--- config.mk ---
export PLATFORM = sky130hd
export DESIGN_NAME = dbus_arbiter
export DESIGN_NICKNAME = d
export VERILOG_FILES = /design/src/rtl/dbus_arbiter_pkg.sv /design/src/rtl/dbus_arbiter_wb_watchdog.sv /design/src/rtl/dbus_arbiter.sv
export SDC_FILE = /design/constraint.sdc
export NUM_CORES = 1
export LEC_CHECK = 0
export CORE_MARGIN = 8
export CORE_UTILIZATION = 27
export DETAILED_ROUTE_END_ITERATION = 8
export GPL_ROUTABILITY_DRIVEN = 1
export MAX_ROUTING_LAYER = met4
export PLACE_DENSITY = 0.83
export SLEW_MARGIN = 20
export SYNTH_ARGS = -nofsm -noshare
export SYNTH_HDL_FRONTEND = slang
export SYNTH_SLANG_ARGS = --single-unit
--- constraint.sdc ---
create_clock -name clk -period 1.83 [get_ports clk]
set_input_delay 0.366 -clock clk [delete_from_list [all_inputs] [get_ports clk]]
set_output_delay 0.366 -clock clk [all_outputs]
set_load 0.01 [all_outputs]
--- src/rtl/dbus_arbiter_pkg.sv ---
// Shared types and constants for the data-bus arbiter slice.
// Latency: n/a (types only).
// Backpressure: n/a (types only).
package dbus_arb_pkg;

    // Arbiter ownership state; grant is taken directly from this register.
    typedef enum logic [1:0] {
        IDLE = 2'd0,
        GNT0 = 2'd1,
        GNT1 = 2'd2
    } arb_state_t;

    // Master index used for the round-robin priority pointer.
    typedef logic mst_idx_t;

    localparam mst_idx_t M0 = 1'b0;
    localparam mst_idx_t M1 = 1'b1;

    // Width of the per-access watchdog counter (TIMEOUT is limited to 255).
    localparam int unsigned WD_CW = 8;

    // The master that gets priority after the given one releases the bus.
    function automatic mst_idx_t other_mst(input mst_idx_t m);
        return ~m;
    endfunction

endpackage

--- src/rtl/dbus_arbiter_wb_watchdog.sv ---
// Per-access watchdog: counts cycles of an outstanding strobe with no ack.
// Latency: expire_o is combinational in the cycle the count reaches TIMEOUT-1.
// Backpressure: none; it only observes the strobe/ack handshake.
module wb_watchdog #(
    parameter int unsigned TIMEOUT = 15,
    parameter int unsigned CW      = 8
) (
    input  logic clk,
    input  logic rst_n,
    input  logic run_i,     // strobe outstanding and no ack this cycle
    input  logic clr_i,     // ownership boundary, restart from zero
    output logic expire_o
);

    localparam logic [CW-1:0] LIMIT = CW'(TIMEOUT - 1);

    logic [CW-1:0] cnt_q;
    logic [CW-1:0] cnt_d;

    // An ack arriving in the limit cycle drops run_i, so ack wins over expiry.
    assign expire_o = run_i & ~clr_i & (cnt_q == LIMIT);

    // Next count: increment while waiting, restart on any break in the wait or on expiry.
    always_comb begin
        cnt_d = cnt_q + CW'(1);
        if (clr_i || !run_i || expire_o) begin
            cnt_d = '0;
        end
    end

    // Counter register.
    always_ff @(posedge clk or negedge rst_n) begin
        if (!rst_n) begin
            cnt_q <= '0;
        end else begin
            cnt_q <= cnt_d;
        end
    end

endmodule

--- src/rtl/dbus_arbiter.sv ---
// Two-master Wishbone classic arbiter with round-robin grant, cycle locking and access watchdog.
// Latency: one cycle from cyc in IDLE to the slave seeing the master; data/ack paths are combinational.
// Backpressure: the non-granted master sees no ack and stalls by holding stb; a hung slave turns into ERR.
module dbus_arbiter
    import dbus_arb_pkg::*;
#(
    parameter int unsigned AW      = 13,
    parameter int unsigned DW      = 16,
    parameter int unsigned SW      = 2,
    parameter int unsigned TIMEOUT = 15
) (
    input  logic          clk,
    input  logic          reset,

    input  logic          m0_cyc,
    input  logic          m0_stb,
    input  logic          m0_we,
    input  logic [SW-1:0] m0_sel,
    input  logic [AW-1:0] m0_adr,
    input  logic [DW-1:0] m0_dat_w,
    output logic [DW-1:0] m0_dat_r,
    output logic          m0_ack,
    output logic          m0_err,

    input  logic          m1_cyc,
    input  logic          m1_stb,
    input  logic          m1_we,
    input  logic [SW-1:0] m1_sel,
    input  logic [AW-1:0] m1_adr,
    input  logic [DW-1:0] m1_dat_w,
    output logic [DW-1:0] m1_dat_r,
    output logic          m1_ack,
    output logic          m1_err,

    output logic          s_cyc,
    output logic          s_stb,
    output logic          s_we,
    output logic [SW-1:0] s_sel,
    output logic [AW-1:0] s_adr,
    output logic [DW-1:0] s_dat_w,
    input  logic [DW-1:0] s_dat_r,
    input  logic          s_ack
);

    arb_state_t state_q;
    mst_idx_t   prio_q;
    logic       err_pend_q;

    logic gnt0;
    logic gnt1;
    logic wd_run;
    logic wd_clr;
    logic wd_expire;

    assign gnt0 = (state_q == GNT0);
    assign gnt1 = (state_q == GNT1);

    // Only a strobe actually presented to the slave is timed; IDLE marks an ownership boundary.
    assign wd_run = s_stb & ~s_ack;
    assign wd_clr = (state_q == IDLE);

    wb_watchdog #(
        .TIMEOUT (TIMEOUT),
        .CW      (WD_CW)
    ) u_wd (
        .clk      (clk),
        .rst_n    (reset),
        .run_i    (wd_run),
        .clr_i    (wd_clr),
        .expire_o (wd_expire)
    );

    // Grant FSM: owner is held while its cyc stays high, and every hand-over passes through IDLE.
    always_ff @(posedge clk or negedge reset) begin
        if (!reset) begin
            state_q    <= IDLE;
            prio_q     <= M0;
            err_pend_q <= 1'b0;
        end else begin
            unique case (state_q)
                IDLE: begin
                    err_pend_q <= 1'b0;
                    if (m0_cyc && m1_cyc) begin
                        state_q <= (prio_q == M0) ? GNT0 : GNT1;
                    end else if (m0_cyc) begin
                        state_q <= GNT0;
                    end else if (m1_cyc) begin
                        state_q <= GNT1;
                    end
                end
                GNT0: begin
                    if (!m0_cyc) begin
                        state_q    <= IDLE;
                        prio_q     <= other_mst(M0);
                        err_pend_q <= 1'b0;
                    end else if (wd_expire) begin
                        err_pend_q <= 1'b1;
                    end
                end
                GNT1: begin
                    if (!m1_cyc) begin
                        state_q    <= IDLE;
                        prio_q     <= other_mst(M1);
                        err_pend_q <= 1'b0;
                    end else if (wd_expire) begin
                        err_pend_q <= 1'b1;
                    end
                end
                default: begin
                    state_q    <= IDLE;
                    err_pend_q <= 1'b0;
                end
            endcase
        end
    end

    // Slave-side mux from the registered grant; stb needs cyc and is masked after a timeout.
    always_comb begin
        s_cyc   = 1'b0;
        s_stb   = 1'b0;
        s_we    = 1'b0;
        s_sel   = '0;
        s_adr   = '0;
        s_dat_w = '0;
        if (gnt0) begin
            s_cyc   = m0_cyc;
            s_stb   = m0_cyc & m0_stb & ~err_pend_q;
            s_we    = m0_we;
            s_sel   = m0_sel;
            s_adr   = m0_adr;
            s_dat_w = m0_dat_w;
        end else if (gnt1) begin
            s_cyc   = m1_cyc;
            s_stb   = m1_cyc & m1_stb & ~err_pend_q;
            s_we    = m1_we;
            s_sel   = m1_sel;
            s_adr   = m1_adr;
            s_dat_w = m1_dat_w;
        end
    end

    // Return path: only the owner sees data/ack/err; a late ack after a timeout is swallowed.
    always_comb begin
        m0_dat_r = gnt0 ? s_dat_r : '0;
        m1_dat_r = gnt1 ? s_dat_r : '0;
        m0_ack   = gnt0 & s_ack & ~err_pend_q;
        m1_ack   = gnt1 & s_ack & ~err_pend_q;
        m0_err   = gnt0 & wd_expire;
        m1_err   = gnt1 & wd_expire;
    end

endmodule

# ---- Yosys cells after proc, flatten, opt, wreduce, memory -nomap -nowiden
# Index checks and enable logic that the tools add are counted.
dict set report classes {
  n_addsub 1
  n_eq_ne 6
  mux 29
  n_bitwise 16
  reduce_logical 8
}
# cell n
set ops {}
lappend ops {{16-bit two-way mux} 4}
lappend ops {{13-bit two-way mux} 2}
lappend ops {{2-bit two-way mux} 8}
lappend ops {{1-bit AND} 13}
lappend ops {{1-bit two-way mux} 11}
lappend ops {{8-bit by 1-bit adder with 8-bit output, second input constant} 1}
lappend ops {{8-bit by 4-bit equality test with 1-bit output, second input constant} 1}
lappend ops {{8-bit two-way mux} 1}
lappend ops {{2-bit one-hot mux with 3 select lines} 1}
lappend ops {{3-bit AND reduction} 2}
lappend ops {{2-bit inequality test, second input constant} 2}
lappend ops {{4-bit inequality test, second input constant} 1}
lappend ops {{1-bit one-hot mux with 2 select lines} 2}
lappend ops {{1-bit NOT} 3}
lappend ops {{2-bit by 1-bit equality test with 1-bit output, second input constant} 1}
lappend ops {{2-bit equality test, second input constant} 1}
lappend ops {{2-bit zero test} 1}
lappend ops {{1-bit logical OR} 2}
lappend ops {{2-bit nonzero test} 1}
lappend ops {{1-bit logical AND} 1}
lappend ops {{1-bit zero test} 1}
dict set report totals {
  regBits 12
  input_bits 87
}

# ---- Depth between registers and ports, before layout
dict set report depth {
  depth_word 10
  ltp_mapped 6
}

# ---- Cells and area by module
# A second synthesis with hierarchy kept.
dict set report hier_totals {
  cells_unflattened 210
  area_unflattened_um2 1426.4
}
# mod n_inst cells_per_inst area_per_inst_um2
set by_module_without_submodules {}
lappend by_module_without_submodules {dbus_arbiter 1 166 982.2}
lappend by_module_without_submodules {wb_watchdog 1 44 444.2}

# ---- Worst setup path before layout
# Ideal clock, no wire load.
dict set report synth_path {
  path_kind {flip-flop to output port}
  startpoint {reg state_q[0]}
  endpoint {out m0_err}
  arrival_time_ns 1.417
  t_required_ns 1.464
  slack_ns 0.047
  stages_incl_launch_ff 7
  path_cell_list {dfrtp_1 inv_1 ha_1 and4b_1 o21ai_0 buf_2 nor3_1}
}
dict set report synth_via {
  elab_chain_cells 7
}
# element line_no
set synth_rtl {}
lappend synth_rtl {{start: declaration} dbus_arbiter.sv:45} ;# arb_state_t state_q;
lappend synth_rtl {{start signal: assignment} dbus_arbiter.sv:84} ;# state_q <= (prio_q == M0) ? GNT0 : GNT1;
lappend synth_rtl {{2-bit equality test} dbus_arbiter.sv:56} ;# assign gnt1 = (state_q == GNT1);
lappend synth_rtl {{1-bit two-way mux} dbus_arbiter.sv:132} ;# end else if (gnt1) begin
lappend synth_rtl {{1-bit two-way mux} dbus_arbiter.sv:125} ;# if (gnt0) begin
lappend synth_rtl {{1-bit AND} dbus_arbiter.sv:59} ;# assign wd_run = s_stb & ~s_ack;
lappend synth_rtl {{1-bit AND (2 in series)} dbus_arbiter_wb_watchdog.sv:21} ;# assign expire_o = run_i & ~clr_i & (cnt_q == LIMIT);
lappend synth_rtl {{1-bit AND (*)} dbus_arbiter.sv:148} ;# m0_err = gnt0 & wd_expire;
lappend synth_rtl {{end: declaration} dbus_arbiter.sv:23} ;# output logic m0_err,
# Mark *: on every way between the ends. The rest lies on a longest branch, timed or not.

# ---- Final worst setup path
dict set report layout_path {
  startpoint {reg state_q[0]}
  endpoint {out s_dat_w[8]}
}
dict set report layout_via {
  elab_chain_cells 3
}
# element line_no
set layout_rtl {}
lappend layout_rtl {{2-bit equality test} dbus_arbiter.sv:56}
lappend layout_rtl {{16-bit two-way mux} dbus_arbiter.sv:132}
lappend layout_rtl {{16-bit two-way mux (*)} dbus_arbiter.sv:125}
lappend layout_rtl {{end: declaration} dbus_arbiter.sv:40} ;# output logic [DW-1:0] s_dat_w,
# Marked as above.

==> report_table.html <==
<table>
<tr><th>Metric</th><th>Value</th></tr>
<tr><th colspan="2">Timing</th></tr>
<tr><td>Max Slew Vio Count</td><td>0</td></tr>
<tr><td>Fmax achieved</td><td>~0.5 GHz</td></tr>
<tr><td>Final critical-path setup slack</td><td>-204 ps</td></tr>
<tr><td>Final setup violation count</td><td>between 40 and 50</td></tr>
<tr><td>Part of the cycle the worst path needs</td><td>1.11</td></tr>
<tr><td>Time the final worst path needs with I/O delays and setup</td><td>2030 ps</td></tr>
<tr><td>Rel. slew slack</td><td>0.628</td></tr>
<tr><td>Unrepaired setup endpoints after global routing</td><td>yes</td></tr>
<tr><td>Final number of hold-violating endpoints</td><td>0</td></tr>
<tr><td>Transition time at the pin with the least slew margin</td><td>556 ps</td></tr>
<tr><td>Worst clock skew</td><td>7.02 ps</td></tr>
<tr><th colspan="2">Status</th></tr>
<tr><td>Outcome</td><td>finished with violations</td></tr>
<tr><td>Violated checks</td><td>negative setup slack</td></tr>
<tr><th colspan="2">Clock tree</th></tr>
<tr><td>Bufs on Longest Clock Path</td><td>2</td></tr>
<tr><td>Clock tree from TritonCTS</td><td>built</td></tr>
<tr><td># hold bufs at CTS</td><td>0</td></tr>
<tr><td>CTS root buffer</td><td>clkbuf_8</td></tr>
<tr><td>Clock transition at the register clock pins on the worst setup and hold paths after CTS</td><td>around 50 ps</td></tr>
<tr><td>Later-pin clock latency in the skew report</td><td>roughly 240 ps</td></tr>
<tr><td>TritonCTS buffer count</td><td>3</td></tr>
<tr><td>Count of clock tree sinks</td><td>12</td></tr>
<tr><td>H-Tree Depth</td><td>1</td></tr>
<tr><th colspan="2">Finish</th></tr>
<tr><td>Nets</td><td>between 400 and 500</td></tr>
<tr><td>Summed area of non-filler cells in the final layout</td><td>approximately 3400 µm²</td></tr>
<tr><td>Final core utilization</td><td>0.720</td></tr>
<tr><td>Count of inserted antenna diode cells</td><td>0</td></tr>
<tr><td>Share of final-layout standard cells stronger than drive strength 1</td><td>0.425</td></tr>
<tr><td>Area growth syn-to-layout</td><td>162%</td></tr>
<tr><th colspan="2">Critical path</th></tr>
<tr><td>Critical path class</td><td>reg2out</td></tr>
<tr><td>CP startpoint kind</td><td>flop</td></tr>
<tr><td>CP required</td><td>about 1500 ps</td></tr>
<tr><td>Type of element capturing the critical path</td><td>output port</td></tr>
<tr><td>Top fanout value on the critical path</td><td>8</td></tr>
<tr><td>Worst path arrival time</td><td>~1700 ps</td></tr>
<tr><th colspan="2">Synthesis</th></tr>
<tr><td>Synth Register Bits</td><td>12</td></tr>
<tr><td>Unique masters post-synth</td><td>29</td></tr>
<tr><td>Yosys synthesis warning count</td><td>0</td></tr>
<tr><td>Number of flops mapped to enable cells by yosys</td><td>0</td></tr>
<tr><td>Net count after synthesis</td><td>250</td></tr>
<tr><td>Post-synthesis async set-or-reset flop share</td><td>1.00</td></tr>
<tr><td>Fraction of the yosys area taken by sequential cells</td><td>0.234</td></tr>
<tr><td>Synthesized instance count</td><td>approximately 160</td></tr>
<tr><td>Most instantiated flip-flop cell in the synthesis netlist</td><td>dfrtp_1</td></tr>
<tr><td>Post-synth design cell area</td><td>about 1300 µm²</td></tr>
<tr><td>Average cell area after synthesis</td><td>8.12 µm²</td></tr>
<tr><th colspan="2">Flow run</th></tr>
<tr><td>Max-capacitance violation count</td><td>0</td></tr>
<tr><th colspan="2">Global routing</th></tr>
<tr><td>Global-route met3 utilization</td><td>0.0444</td></tr>
<tr><td>Residual overflow from global routing</td><td>0</td></tr>
<tr><td>Most Crowded Layer GR</td><td>met2</td></tr>
<tr><td>GRT Util Overall</td><td>0.207</td></tr>
<tr><td>First-pass GRT wire length</td><td>11500 µm</td></tr>
<tr><td>Largest net degree at the start of global routing</td><td>22</td></tr>
<tr><td>Met2 demand-to-capacity share in global routing</td><td>0.397</td></tr>
<tr><td>Global routing met1 resource utilization</td><td>0.208</td></tr>
<tr><td>Via count of the first global-routing pass</td><td>roughly 2100</td></tr>
<tr><td>Number of antenna violations at the first check in global routing</td><td>0</td></tr>
<tr><th colspan="2">Route</th></tr>
<tr><td>Vias per std cell</td><td>about 5.0</td></tr>
<tr><td>Iteration-0 DRC Markers</td><td>roughly 110</td></tr>
<tr><td>Via count</td><td>2031</td></tr>
<tr><td>Routed len/inst</td><td>slightly above 20 µm</td></tr>
<tr><td>Wirelength, routed</td><td>~8300 µm</td></tr>
<tr><td>DRT Pass-1 Iters</td><td>4</td></tr>
<tr><td>Number of DRC violations after detailed routing</td><td>0</td></tr>
<tr><td>Detail Route Antenna Nets</td><td>0</td></tr>
<tr><th colspan="2">Die</th></tr>
<tr><td>Top-level port count</td><td>157</td></tr>
<tr><td>Number of rows in the core area</td><td>25</td></tr>
<tr><td>Core outline area</td><td>4660 µm²</td></tr>
<tr><td>Die H</td><td>84.9 µm</td></tr>
<tr><td>Total die area</td><td>7210 µm²</td></tr>
<tr><td>Initial Util</td><td>0.275</td></tr>
<tr><td>Die boundary width</td><td>~85 µm</td></tr>
<tr><th colspan="2">Placement</th></tr>
<tr><td>Placed Area</td><td>about 3100 µm²</td></tr>
<tr><td>Global placer's final weighted congestion</td><td>0.875</td></tr>
<tr><td>Detailed Place HPWL</td><td>6150 µm</td></tr>
<tr><td>Setup slack at placement</td><td>-572 ps</td></tr>
<tr><td>Count of input and output buffers</td><td>roughly 160</td></tr>
<tr><th colspan="2">Power</th></tr>
<tr><td>Static Leak</td><td>~1.6 nW</td></tr>
<tr><td>Worst supply voltage drop on vdd</td><td>between 500 and 600 µV</td></tr>
<tr><td>Pwr Total</td><td>roughly 0.0036 W</td></tr>
<tr><td>Power density of the placed cells</td><td>1060 nW/µm²</td></tr>
<tr><th colspan="2">Worst hold path</th></tr>
<tr><td>Hold Crit Class</td><td>in2async</td></tr>
</table>
area by class of cell:
type	instances	area, µm²
clock buffers	4	55.1
fillers	334	1310
inverters	10	40.0
multi-input cells	123	1020
flip-flops and latches	12	300
well taps	54	67.6
repair buffers	204	1870
layer usage:
metal	wire length [µm]	vias up
met3	527	13
met5	0	-
met4	104	0
met1	3100	936
met2	4580	107
li1	-	975
placed cells by master, fill, tap and decap left out, drive strengths merged:
cell	count
buf	104
clkdlybuf4s50	86
and2	33
a22o	32
clkbuf	17
dfrtp	12
inv	10
nor3	9
nand2	5
o21ai	5
ha	5
nand3	4
a21oi	4
a211oi	4
or3	3
and3	3
nor2	3
xor2	2
and4b	2
nand4	1
xnor2	1
o31ai	1
mux2	1
a22oi	1
a32oi	1
o22ai	1
nand2b	1
a41o	1
clkdlybuf4s15	1
registers in the layout, summed over array words and instances (netlist names):
register	count
state_q	2
err_pend_q	1
prio_q	1
u_wd.cnt_q	8
kinds of logic (layout without fill, tap and decap cells):
| logic type | after synthesis | in the layout | synth area share |
|---|---|---|---|
| AO/OA/AOI/OAI | 50 | 50 | 0.320 |
| XOR/XNOR | 3 | 3 | 0.0205 |
| adder cells (fa/ha/maj) | 5 | 5 | 0.0488 |
| buffers and inverters | 23 | 218 | 0.0732 |
| flip-flops | 12 | 12 | 0.234 |
| multiplexers | 1 | 1 | 0.00878 |
| AND/OR/NAND/NOR | 64 | 64 | 0.295 |
path summary, 6_finish.rpt:
| path | startpoint | end | slack (ps) | cells past startpoint |
|---|---|---|---|---|
| max reg2reg | state_q[0]$_DFFE_PN0P_ | err_pend_q$_DFF_PN0_ | 100 | 7 |
| min | reset | u_wd.cnt_q[5]$_DFF_PN0_ | 480 | 1 |
| max in group asynchronous | reset | prio_q$_DFFE_PN0P_ | 980 | 1 |
| min reg2reg | u_wd.cnt_q[1]$_DFF_PN0_ | u_wd.cnt_q[1]$_DFF_PN0_ | 550 | 2 |
| min in group clk | u_wd.cnt_q[1]$_DFF_PN0_ | u_wd.cnt_q[1]$_DFF_PN0_ | 550 | 2 |
| max | state_q[0]$_DFFE_PN0P_ | s_dat_w[8] | -200 | 8 |
power breakdown:
part           internal (W)  total (W)  switching (W)
Sequential         0.000297   0.000327      0.0000294
Combinational       0.00166    0.00294        0.00128
Clock              0.000190   0.000288      0.0000978
metrics by stage:
stage,std cells,hold WS (ps),setup TNS [ps]
CTS,400,495,-6390
global placement,387,535,-15500
finish,407,483,-6540
global route,407,528,-9600
floorplan,158,70.4,0
detailed placement,387,547,-17160
Yosys cell counts (all sizes together) (4+ instances only):
library cell	instances	area [µm²]
a211oi	4	45.1
a21oi	4	20.0
a22o	32	280
and2	33	206
buf	7	33.8
clkbuf	6	22.5
dfrtp	12	300
ha	5	62.6
inv	10	37.5
nand2	5	18.8
nand3	4	20.0
nor3	9	45.0
o21ai	5	25.0
critical path, stage by stage (launching register included):
cell and delay (ps):
dfrtp_1 430, inv_2 110, ha_4 170, inv_4 40, nor2_4 140, buf_6 140, buf_16 130, a22o_1 140
buf_6 110
timing repair:
item,in CTS,in global routing
gates cloned,3,4
gates resized for setup,278,68
pin swaps,5,8
buffers inserted,7,5
setup endpoints to repair,70,60
hold endpoints to repair,0,0
Note: power is estimated with default switching activity, not from simulation.
